[src/rtl/riscv_mem_arbiter.sv]
// riscv_mem_arbiter: shares one memory port between instruction fetch and data access.
// Ports:
//   clk_i, reset_i (async, active-low)
//   iaddr_i/ird_i            -> irdata_o/ivalid_o   instruction requester
//   daddr_i/dwdata_i/dsize_i/drd_i/dwr_i -> drdata_o/dvalid_o   data requester
//   maddr_o/mwdata_o/msize_o/mrd_o/mwr_o <- mrdata_i/mready_i   shared memory
//   busy_o (transaction in flight), err_o (sticky timeout flag)
module riscv_mem_arbiter #(
  parameter int unsigned TIMEOUT  = 16,
  parameter logic [31:0] RESET_PC = 32'h0
) (
  input  logic        clk_i,
  input  logic        reset_i,
  input  logic [31:0] iaddr_i,
  input  logic        ird_i,
  output logic [31:0] irdata_o,
  output logic        ivalid_o,
  input  logic [31:0] daddr_i,
  input  logic [31:0] dwdata_i,
  input  logic [1:0]  dsize_i,
  input  logic        drd_i,
  input  logic        dwr_i,
  output logic [31:0] drdata_o,
  output logic        dvalid_o,
  output logic [31:0] maddr_o,
  output logic [31:0] mwdata_o,
  output logic [1:0]  msize_o,
  output logic        mrd_o,
  output logic        mwr_o,
  input  logic [31:0] mrdata_i,
  input  logic        mready_i,
  output logic        busy_o,
  output logic        err_o
);

  localparam int unsigned DW    = 32;
  localparam int unsigned CNT_W = (TIMEOUT > 2) ? $clog2(TIMEOUT) : 1;
  localparam logic [1:0]  SIZE_WORD = 2'b10;
  // RESET_PC is reserved for future fetch-address checks; it contributes only a constant zero.
  localparam logic [DW-1:0] IDLE_ADDR = RESET_PC & 32'h0;

  typedef enum logic [1:0] {
    IDLE   = 2'd0,
    IFETCH = 2'd1,
    DACC   = 2'd2
  } state_e;

  state_e state_q, state_d;

  // Pending request slots
  logic            i_pend_q, d_pend_q;
  logic [DW-1:0]   i_addr_q, d_addr_q, d_wdata_q;
  logic [1:0]      d_size_q;
  logic            d_wr_q;

  // Granted transaction, frozen so later overwrites of a slot cannot disturb the bus
  logic [DW-1:0]   t_addr_q, t_wdata_q;
  logic [1:0]      t_size_q;
  logic            t_wr_q;

  logic            last_d_q;
  logic [CNT_W-1:0] cnt_q;
  logic            err_q;
  logic [DW-1:0]   irdata_q, drdata_q;

  logic            d_pulse, i_req, d_req;
  logic            grant_i, grant_d;
  logic            busy, timeout_c, done_c;
  logic [DW-1:0]   cmpl_data;

  // Request eligibility: pending slot or same-cycle pulse
  assign d_pulse   = drd_i | dwr_i;
  assign i_req     = i_pend_q | ird_i;
  assign d_req     = d_pend_q | d_pulse;
  assign busy      = (state_q != IDLE);
  assign timeout_c = busy && !mready_i && (cnt_q == CNT_W'(TIMEOUT - 1));
  assign done_c    = busy && (mready_i || timeout_c);
  assign cmpl_data = mready_i ? mrdata_i : '0;

  // Next-state and grant decision
  always_comb begin
    state_d = state_q;
    grant_i = 1'b0;
    grant_d = 1'b0;
    case (state_q)
      IDLE: begin
        // Data wins unless it also won last time and a fetch is waiting
        if (i_req && (!d_req || last_d_q)) begin
          grant_i = 1'b1;
          state_d = IFETCH;
        end else if (d_req) begin
          grant_d = 1'b1;
          state_d = DACC;
        end
      end
      IFETCH, DACC: begin
        if (done_c) state_d = IDLE;
      end
      default: state_d = IDLE;
    endcase
  end

  // State register
  always_ff @(posedge clk_i or negedge reset_i) begin
    if (!reset_i) state_q <= IDLE;
    else          state_q <= state_d;
  end

  // Slots, transaction capture, wait counter, sticky error and read-data hold
  always_ff @(posedge clk_i or negedge reset_i) begin
    if (!reset_i) begin
      i_pend_q  <= 1'b0;
      i_addr_q  <= '0;
      d_pend_q  <= 1'b0;
      d_addr_q  <= '0;
      d_wdata_q <= '0;
      d_size_q  <= SIZE_WORD;
      d_wr_q    <= 1'b0;
      t_addr_q  <= '0;
      t_wdata_q <= '0;
      t_size_q  <= SIZE_WORD;
      t_wr_q    <= 1'b0;
      last_d_q  <= 1'b0;
      cnt_q     <= '0;
      err_q     <= 1'b0;
      irdata_q  <= '0;
      drdata_q  <= '0;
    end else begin
      // A granted slot moves into the transaction registers; later pulses refill it
      if (grant_i) begin
        i_pend_q <= 1'b0;
      end else if (ird_i) begin
        i_pend_q <= 1'b1;
        i_addr_q <= iaddr_i;
      end
      if (grant_d) begin
        d_pend_q <= 1'b0;
      end else if (d_pulse) begin
        d_pend_q  <= 1'b1;
        d_addr_q  <= daddr_i;
        d_wdata_q <= dwdata_i;
        d_size_q  <= dsize_i;
        d_wr_q    <= dwr_i;
      end

      if (grant_i) begin
        t_addr_q  <= ird_i ? iaddr_i : i_addr_q;
        t_wdata_q <= '0;
        t_size_q  <= SIZE_WORD;
        t_wr_q    <= 1'b0;
        last_d_q  <= 1'b0;
      end else if (grant_d) begin
        t_addr_q  <= d_pulse ? daddr_i  : d_addr_q;
        t_wdata_q <= d_pulse ? dwdata_i : d_wdata_q;
        t_size_q  <= d_pulse ? dsize_i  : d_size_q;
        t_wr_q    <= d_pulse ? dwr_i    : d_wr_q;
        last_d_q  <= 1'b1;
      end

      if (!busy || done_c) cnt_q <= '0;
      else                 cnt_q <= cnt_q + CNT_W'(1);

      if (timeout_c) err_q <= 1'b1;
      if (ivalid_o)  irdata_q <= cmpl_data;
      if (dvalid_o)  drdata_q <= cmpl_data;
    end
  end

  // Bus and completion outputs (completion is same-cycle with mready_i)
  assign busy_o   = busy;
  assign err_o    = err_q;
  assign mrd_o    = (state_q == IFETCH) || ((state_q == DACC) && !t_wr_q);
  assign mwr_o    = (state_q == DACC) && t_wr_q;
  assign maddr_o  = busy ? t_addr_q  : IDLE_ADDR;
  assign mwdata_o = busy ? t_wdata_q : '0;
  assign msize_o  = busy ? t_size_q  : SIZE_WORD;
  assign ivalid_o = (state_q == IFETCH) && done_c;
  assign dvalid_o = (state_q == DACC) && done_c;
  assign irdata_o = ivalid_o ? cmpl_data : irdata_q;
  assign drdata_o = dvalid_o ? cmpl_data : drdata_q;

endmodule

[config.mk]
export PLATFORM = sky130hd
export DESIGN_NAME = riscv_mem_arbiter
export DESIGN_NICKNAME = d
export VERILOG_FILES = /design/src/rtl/riscv_mem_arbiter.sv
export SDC_FILE = /design/constraint.sdc
export NUM_CORES = 1
export LEC_CHECK = 0
export CAP_MARGIN = 10
export CELL_PAD_IN_SITES_DETAIL_PLACEMENT = 1
export CELL_PAD_IN_SITES_GLOBAL_PLACEMENT = 1
export CORE_ASPECT_RATIO = 0.5
export CORE_MARGIN = 2
export CORE_UTILIZATION = 40
export DETAILED_ROUTE_END_ITERATION = 16
export HOLD_SLACK_MARGIN = 0.02
export PLACE_DENSITY = 0.87
export SLEW_MARGIN = 0
export SYNTH_ARGS = -nofsm -noshare
export SYNTH_HDL_FRONTEND = slang
export SYNTH_SLANG_ARGS = --single-unit
[constraint.sdc]
create_clock -name clk_i -period 2.7 [get_ports clk_i]
set_input_delay 0.27 -clock clk_i [delete_from_list [all_inputs] [get_ports clk_i]]
set_output_delay 0.27 -clock clk_i [all_outputs]
set_load 0.01 [all_outputs]
**After elaboration in Yosys (flattened, before gate mapping)**

Index checks and enable logic that the tools add are counted.

- Bits in registers: 240
- Input port bits: 136
- Output and inout bits: 136
- Logic and storage cells: 84

- Add/sub/neg operators: 1
- Equal/unequal tests: 5
- Muxes and demuxes: 35
- Bitwise gates (word level): 3
- Reductions and logical operators: 23

Operators by type and width:

| operator | count |
|---|---|
| 32-bit 2-to-1 mux | 12 |
| 1-bit 2-to-1 mux | 14 |
| 2-bit 2-to-1 mux | 7 |
| 1-bit logical AND | 8 |
| 2-bit nonzero test | 4 |
| 4-bit by 1-bit adder with 4-bit output, second input constant | 1 |
| 4-bit equality test, second input constant | 1 |
| 1-bit logical NOT | 4 |
| 1-bit logical OR | 4 |
| 4-bit 2-to-1 mux | 1 |
| 2-bit one-hot mux with 2 select lines | 1 |
| 3-bit inequality test, second input constant | 1 |
| 1-bit bitwise OR | 3 |
| 2-bit by 1-bit equality test with 1-bit output, second input constant | 1 |
| 2-bit equality test, second input constant | 1 |
| 2-bit logical NOT | 1 |
| 2-bit inequality test, second input constant | 1 |
| 2-bit AND reduction | 1 |
| 2-bit OR reduction | 1 |

**Depth between registers and ports, before layout**

- Word-level depth: 9
- Depth in mapped cells: 8
- Depth with buffers taken out: 5

**Worst setup path after synthesis**

OpenSTA, ideal clock, no wires.

- Path type: reg-to-output
- From: register state_q[0]
- To: output port irdata_o[22]
- Data arrival time: 1.766 ns
- Required time: 2.430 ns
- Setup slack: 0.664 ns
- Cell stages (with the launch flop): 7
- Buffers on the path: 2
- Cells stage by stage: dfrtp_1 inv_1 ha_1 clkbuf_1 nor3b_2 buf_2 mux2_2

- Longest elaborated chain between the ends: 7

Ends and longest elaborated chain:

| what | RTL line | text |
|---|---|---|
| from (decl) | 48 | `state_e state_q, state_d;` |
| from (signal assigned) | 106 | `else state_q <= state_d;` |
| 2-bit nonzero test | 75 | `assign busy = (state_q != IDLE);` |
| 1-bit logical AND (2 in a row) | 76 | `assign timeout_c = busy && !mready_i && (cnt_q == CNT_W'(TIMEOUT - 1));` |
| 1-bit logical OR | 77 | `assign done_c = busy && (mready_i \|\| timeout_c);` |
| 1-bit logical AND | 77 |  |
| 1-bit logical AND (*) | 177 | `assign ivalid_o = (state_q == IFETCH) && done_c;` |
| net ivalid_o | 17 | `output logic ivalid_o,` |
| 32-bit 2-to-1 mux (*) | n/a |  |
| to (decl) | 16 | `output logic [31:0] irdata_o,` |

The timed path passes the listed nets; every way through them passes the cells marked *.

**Final worst setup path**

- From: register state_q[0]
- To: output port drdata_o[7]

- Longest elaborated chain between the ends: 7

Ends and longest elaborated chain:

| what | RTL line | text |
|---|---|---|
| 2-bit nonzero test | 75 |  |
| 1-bit logical AND (2 in a row) | 76 |  |
| 1-bit logical OR | 77 |  |
| 1-bit logical AND | 77 |  |
| 1-bit logical AND (*) | 178 | `assign dvalid_o = (state_q == DACC) && done_c;` |
| 32-bit 2-to-1 mux (*) | n/a |  |
| to (decl) | 23 | `output logic [31:0] drdata_o,` |

Every way passes the cells marked *; elsewhere a longest branch is shown, timed or not.

==> metrics.md <==
| Metric | Value |
|---|---|
| Outcome | `finished, violations left` |
| Failing checks | `setup timing` |
| Worst skew pair latency | `0.54 ns` |
| Vias in the first global route | `~9200` |
| Synth cell types | `39` |
| Startpoint types | `register` |
| Fmax | `about 370 MHz` |
| Reg2Reg Depth | `9` |
| Initial core utilization | `41.2%` |
| Finished Layout Cells | `1509` |
| Final antenna-violating net count | `0` |
| Fin util | `between 50% and 60%` |
| Worst path required time | `2.43 ns` |
| Maximum vdd drop | `approximately 0.54 mV` |
| Actual slew at the worst max-slew pin | `0.722 ns` |
| Synth warnings | `0` |
| FF-to-FF Start | `state_q[0]$_DFFE_PN0P_` |
| Netlist Area Pre-Place | `about 11000 um^2` |
| RSZ-0062 raised after global routing | `yes` |
| #FFs+latches synth | `240` |
| Fraction of layout cells with a size suffix above 1 | `approximately 30%` |
| Die W | `roughly 240 um` |
| Core Area | `26800 um^2` |
| Global-route wire length before repair | `55.6 mm` |
| CTS clk-pin slew, worst paths | `~0.06 ns` |
| Slowest library cell on the worst path | `dfrtp_2` |
| Total CTS buffers | `24` |
| Setup violators final | `8` |
| Critical Path AT | `between 2 and 2.5 ns` |
| Multi-input logic area | `approximately 4700 um^2` |
| CTS H-Tree Depth | `1` |
| Hold Path Class | `in -> reg` |
| Port Buffers | `271` |
| Setup CP Type | `reg -> out` |
| PwrDens | `between 1000 and 1500 nW/um^2` |
| Inst Count DP | `1439` |
| Final hold viol count | `0` |
| Register area | `6010 um^2` |
| Crit. End Element | `output port` |
| Period utilization | `101%` |
| Synthesized area per cell | `13.0 um^2` |
| I/O pins | `272` |
| Slew Viols, Final | `0` |
| First drt pass iteration count | `6` |
| Synth-to-layout area growth | `38.4%` |
| Max stage delay on crit path | `between 0.3 and 0.4 ns` |
| Avg WL per Cell | `around 24 um` |
| Clock Root Buffer | `clkbuf_16` |
| Worst Setup SP | `state_q[0]$_DFFE_PN0P_` |
| CP Max Fanout | `15` |
| Worst-path cell chain | `inv_2 -> ha_4 -> buf_4 -> nor3b_4 -> buf_6 -> mux2_2 -> dlygate4sd2_1` |
| Via count | `8352` |
| Die Height | `approximately 120 um` |
| Initial antenna violation count | `3` |
| TritonCTS clock tree | `done` |
| Min Tclk post-route | `~2.7 ns` |
| Clock Path Buffers | `3` |
| Worst slew margin | `51.3%` |
| Grt ovf | `0` |
| Hold Crit Start | `ird_i` |
| Setup_tns | `-0.0593 ns` |
| Power after layout | `17600 uW` |
| Register area share after synthesis | `a little over half` |
| Hold depth | `3` |
| Highest-count cells in the layout ignoring fill and taps | `dfrtp_1 (237), clkdlybuf4s50_1 (204), mux2_2 (114)` |
| Fillers | `2679` |
| Most common cell after layout, fill and taps aside | `dfrtp_1` |
| Routability Congestion | `0.872` |
| Largest net degree at the start of global routing | `91` |
| Max-Cap Viols | `0` |
| Residual DRC count | `0` |
| Leak | `just under 0.007 uW` |
| Row cnt | `42` |
| Die Area | `29000 um^2` |
| Post-Route WL | `~37 mm` |
| Via/cell ratio | `5.53` |
| Layout Skew | `about 0.015 ns` |
| DR iter-0 viols | `618` |
| Syn nets | `993` |
| Clk sinks | `240` |
| Dpl hpwl | `23.9 mm` |
| Total track usage | `25.0%` |
| Syn Inst Count | `853` |
| Final Worst Setup Slack | `-0.0137 ns` |
| # nets final | `1276` |
worst max-delay path: cells and delay by family, from the launching register on:
kind	cells	cell delay, ns
fa+ha+maj	1	0.20
simple gates	1	0.21
flops	1	0.39
buf+inv	4	0.74
mux	1	0.36
metal layers:
| metal | wire length [um] | global-route usage [%] | vias up |
|---|---|---|---|
| met5 | 0 | 0 | - |
| met4 | 1100 | 8.63 | 0 |
| met2 | 19300 | 45.1 | 240 |
| met3 | 1400 | 4.00 | 78 |
| li1 | - | - | 3649 |
| met1 | 14800 | 30.6 | 4385 |
synth_stat cells, drive strengths merged:
library cell | number | share of area, %
a21oi | 5 | 0.26
nor2 | 38 | 1.3
o211ai | 1 | 0.068
nand4 | 1 | 0.057
a21o | 2 | 0.14
xor2 | 1 | 0.079
a22o | 1 | 0.16
o31ai | 1 | 0.068
or3 | 1 | 0.057
nor3 | 2 | 0.091
and3 | 1 | 0.057
inv | 41 | 1.4
a31oi | 1 | 0.057
ha | 4 | 0.45
buf | 36 | 1.8
o221ai | 1 | 0.079
o22ai | 2 | 0.11
dfstp | 2 | 0.48
a211oi | 1 | 0.068
and2 | 34 | 1.9
nand2 | 4 | 0.14
a222oi | 32 | 2.9
nor3b | 2 | 0.23
mux2i | 66 | 6.0
clkbuf | 31 | 1.1
o2bb2ai | 34 | 2.7
xnor2 | 1 | 0.079
a41o | 1 | 0.091
nand3 | 4 | 0.18
dfrtp | 238 | 54
o21ai | 34 | 1.5
o311ai | 1 | 0.079
a32oi | 1 | 0.079
nor2b | 34 | 1.9
or4b | 32 | 2.9
mux2 | 162 | 18
state kept, by name (all words and copies together), names as in the netlist:
signal	flops
cnt_q	4
d_addr_q	32
d_pend_q	1
d_size_q	2
d_wdata_q	32
d_wr_q	1
drdata_q	32
err_o	1
i_addr_q	32
i_pend_q	1
irdata_q	32
last_d_q	1
state_q	2
t_addr_q	32
t_size_q	2
t_wdata_q	32
t_wr_q	1
through the flow:
stage          setup slack [ns]  cell area (um^2)  hold slack [ns]
6_report                -0.0137             15300            0.276
5_1_grt                  -0.100             15300            0.295
4_1_cts                  -0.122             15300            0.256
3_5_place_dp             0.0538             14300            0.337
3_3_place_gp              0.136             14300            0.339
2_1_floorplan             0.664             11000          -0.0256
report_power, final:
group,switching (uW),total [uW],internal [uW]
Clock,1490,3460,1970
Sequential,776,6020,5240
Combinational,3960,8110,4150
Total,6220,17600,11400
worst paths after layout:
| path | to | slack, ns |
|---|---|---|
| setup reg to reg | t_addr_q[0]$_DFFE_PN0P_ | 0.10 |
| min in group asynchronous | i_addr_q[16]$_DFFE_PN0N_ | 0.32 |
| hold reg to reg | t_wdata_q[27]$_DFFE_PN0P_ | 0.48 |
| setup / recovery | drdata_o[7] | -0.01 |
| hold / removal | t_addr_q[3]$_DFFE_PN0P_ | 0.28 |
| max in group asynchronous | i_addr_q[4]$_DFFE_PN0N_ | 1.59 |
kinds of logic after synthesis:
| kind of cell | share of synthesized area [%] |
|---|---|
| buffers and inverters | 4.25 |
| XOR/XNOR | 0.159 |
| AND/OR/NAND/NOR | 8.85 |
| adder cells (fa/ha/maj) | 0.453 |
| flip-flops | 54.4 |
| AO/OA/AOI/OAI | 8.39 |
| multiplexers | 23.5 |
area by class of cell:
class,count,share of cell area [%]
diodes,3,0.0491
clock buffers,32,4.46
clock inverters,12,0.769
inverters,41,1.03
multi-input cells,505,31.0
flip-flops and latches,240,39.3
well taps,352,2.88
repair buffers,324,20.5
timing repair:
item	CTS	global route
endpoints found under the hold margin	82	0
pin swaps	3	2
setup buffers	13	7
hold buffers	1	0
cloned	3	1
gates resized for setup	128	82
setup endpoints to repair	68	69
No activity file was read; power rests on OpenSTA's default activity.
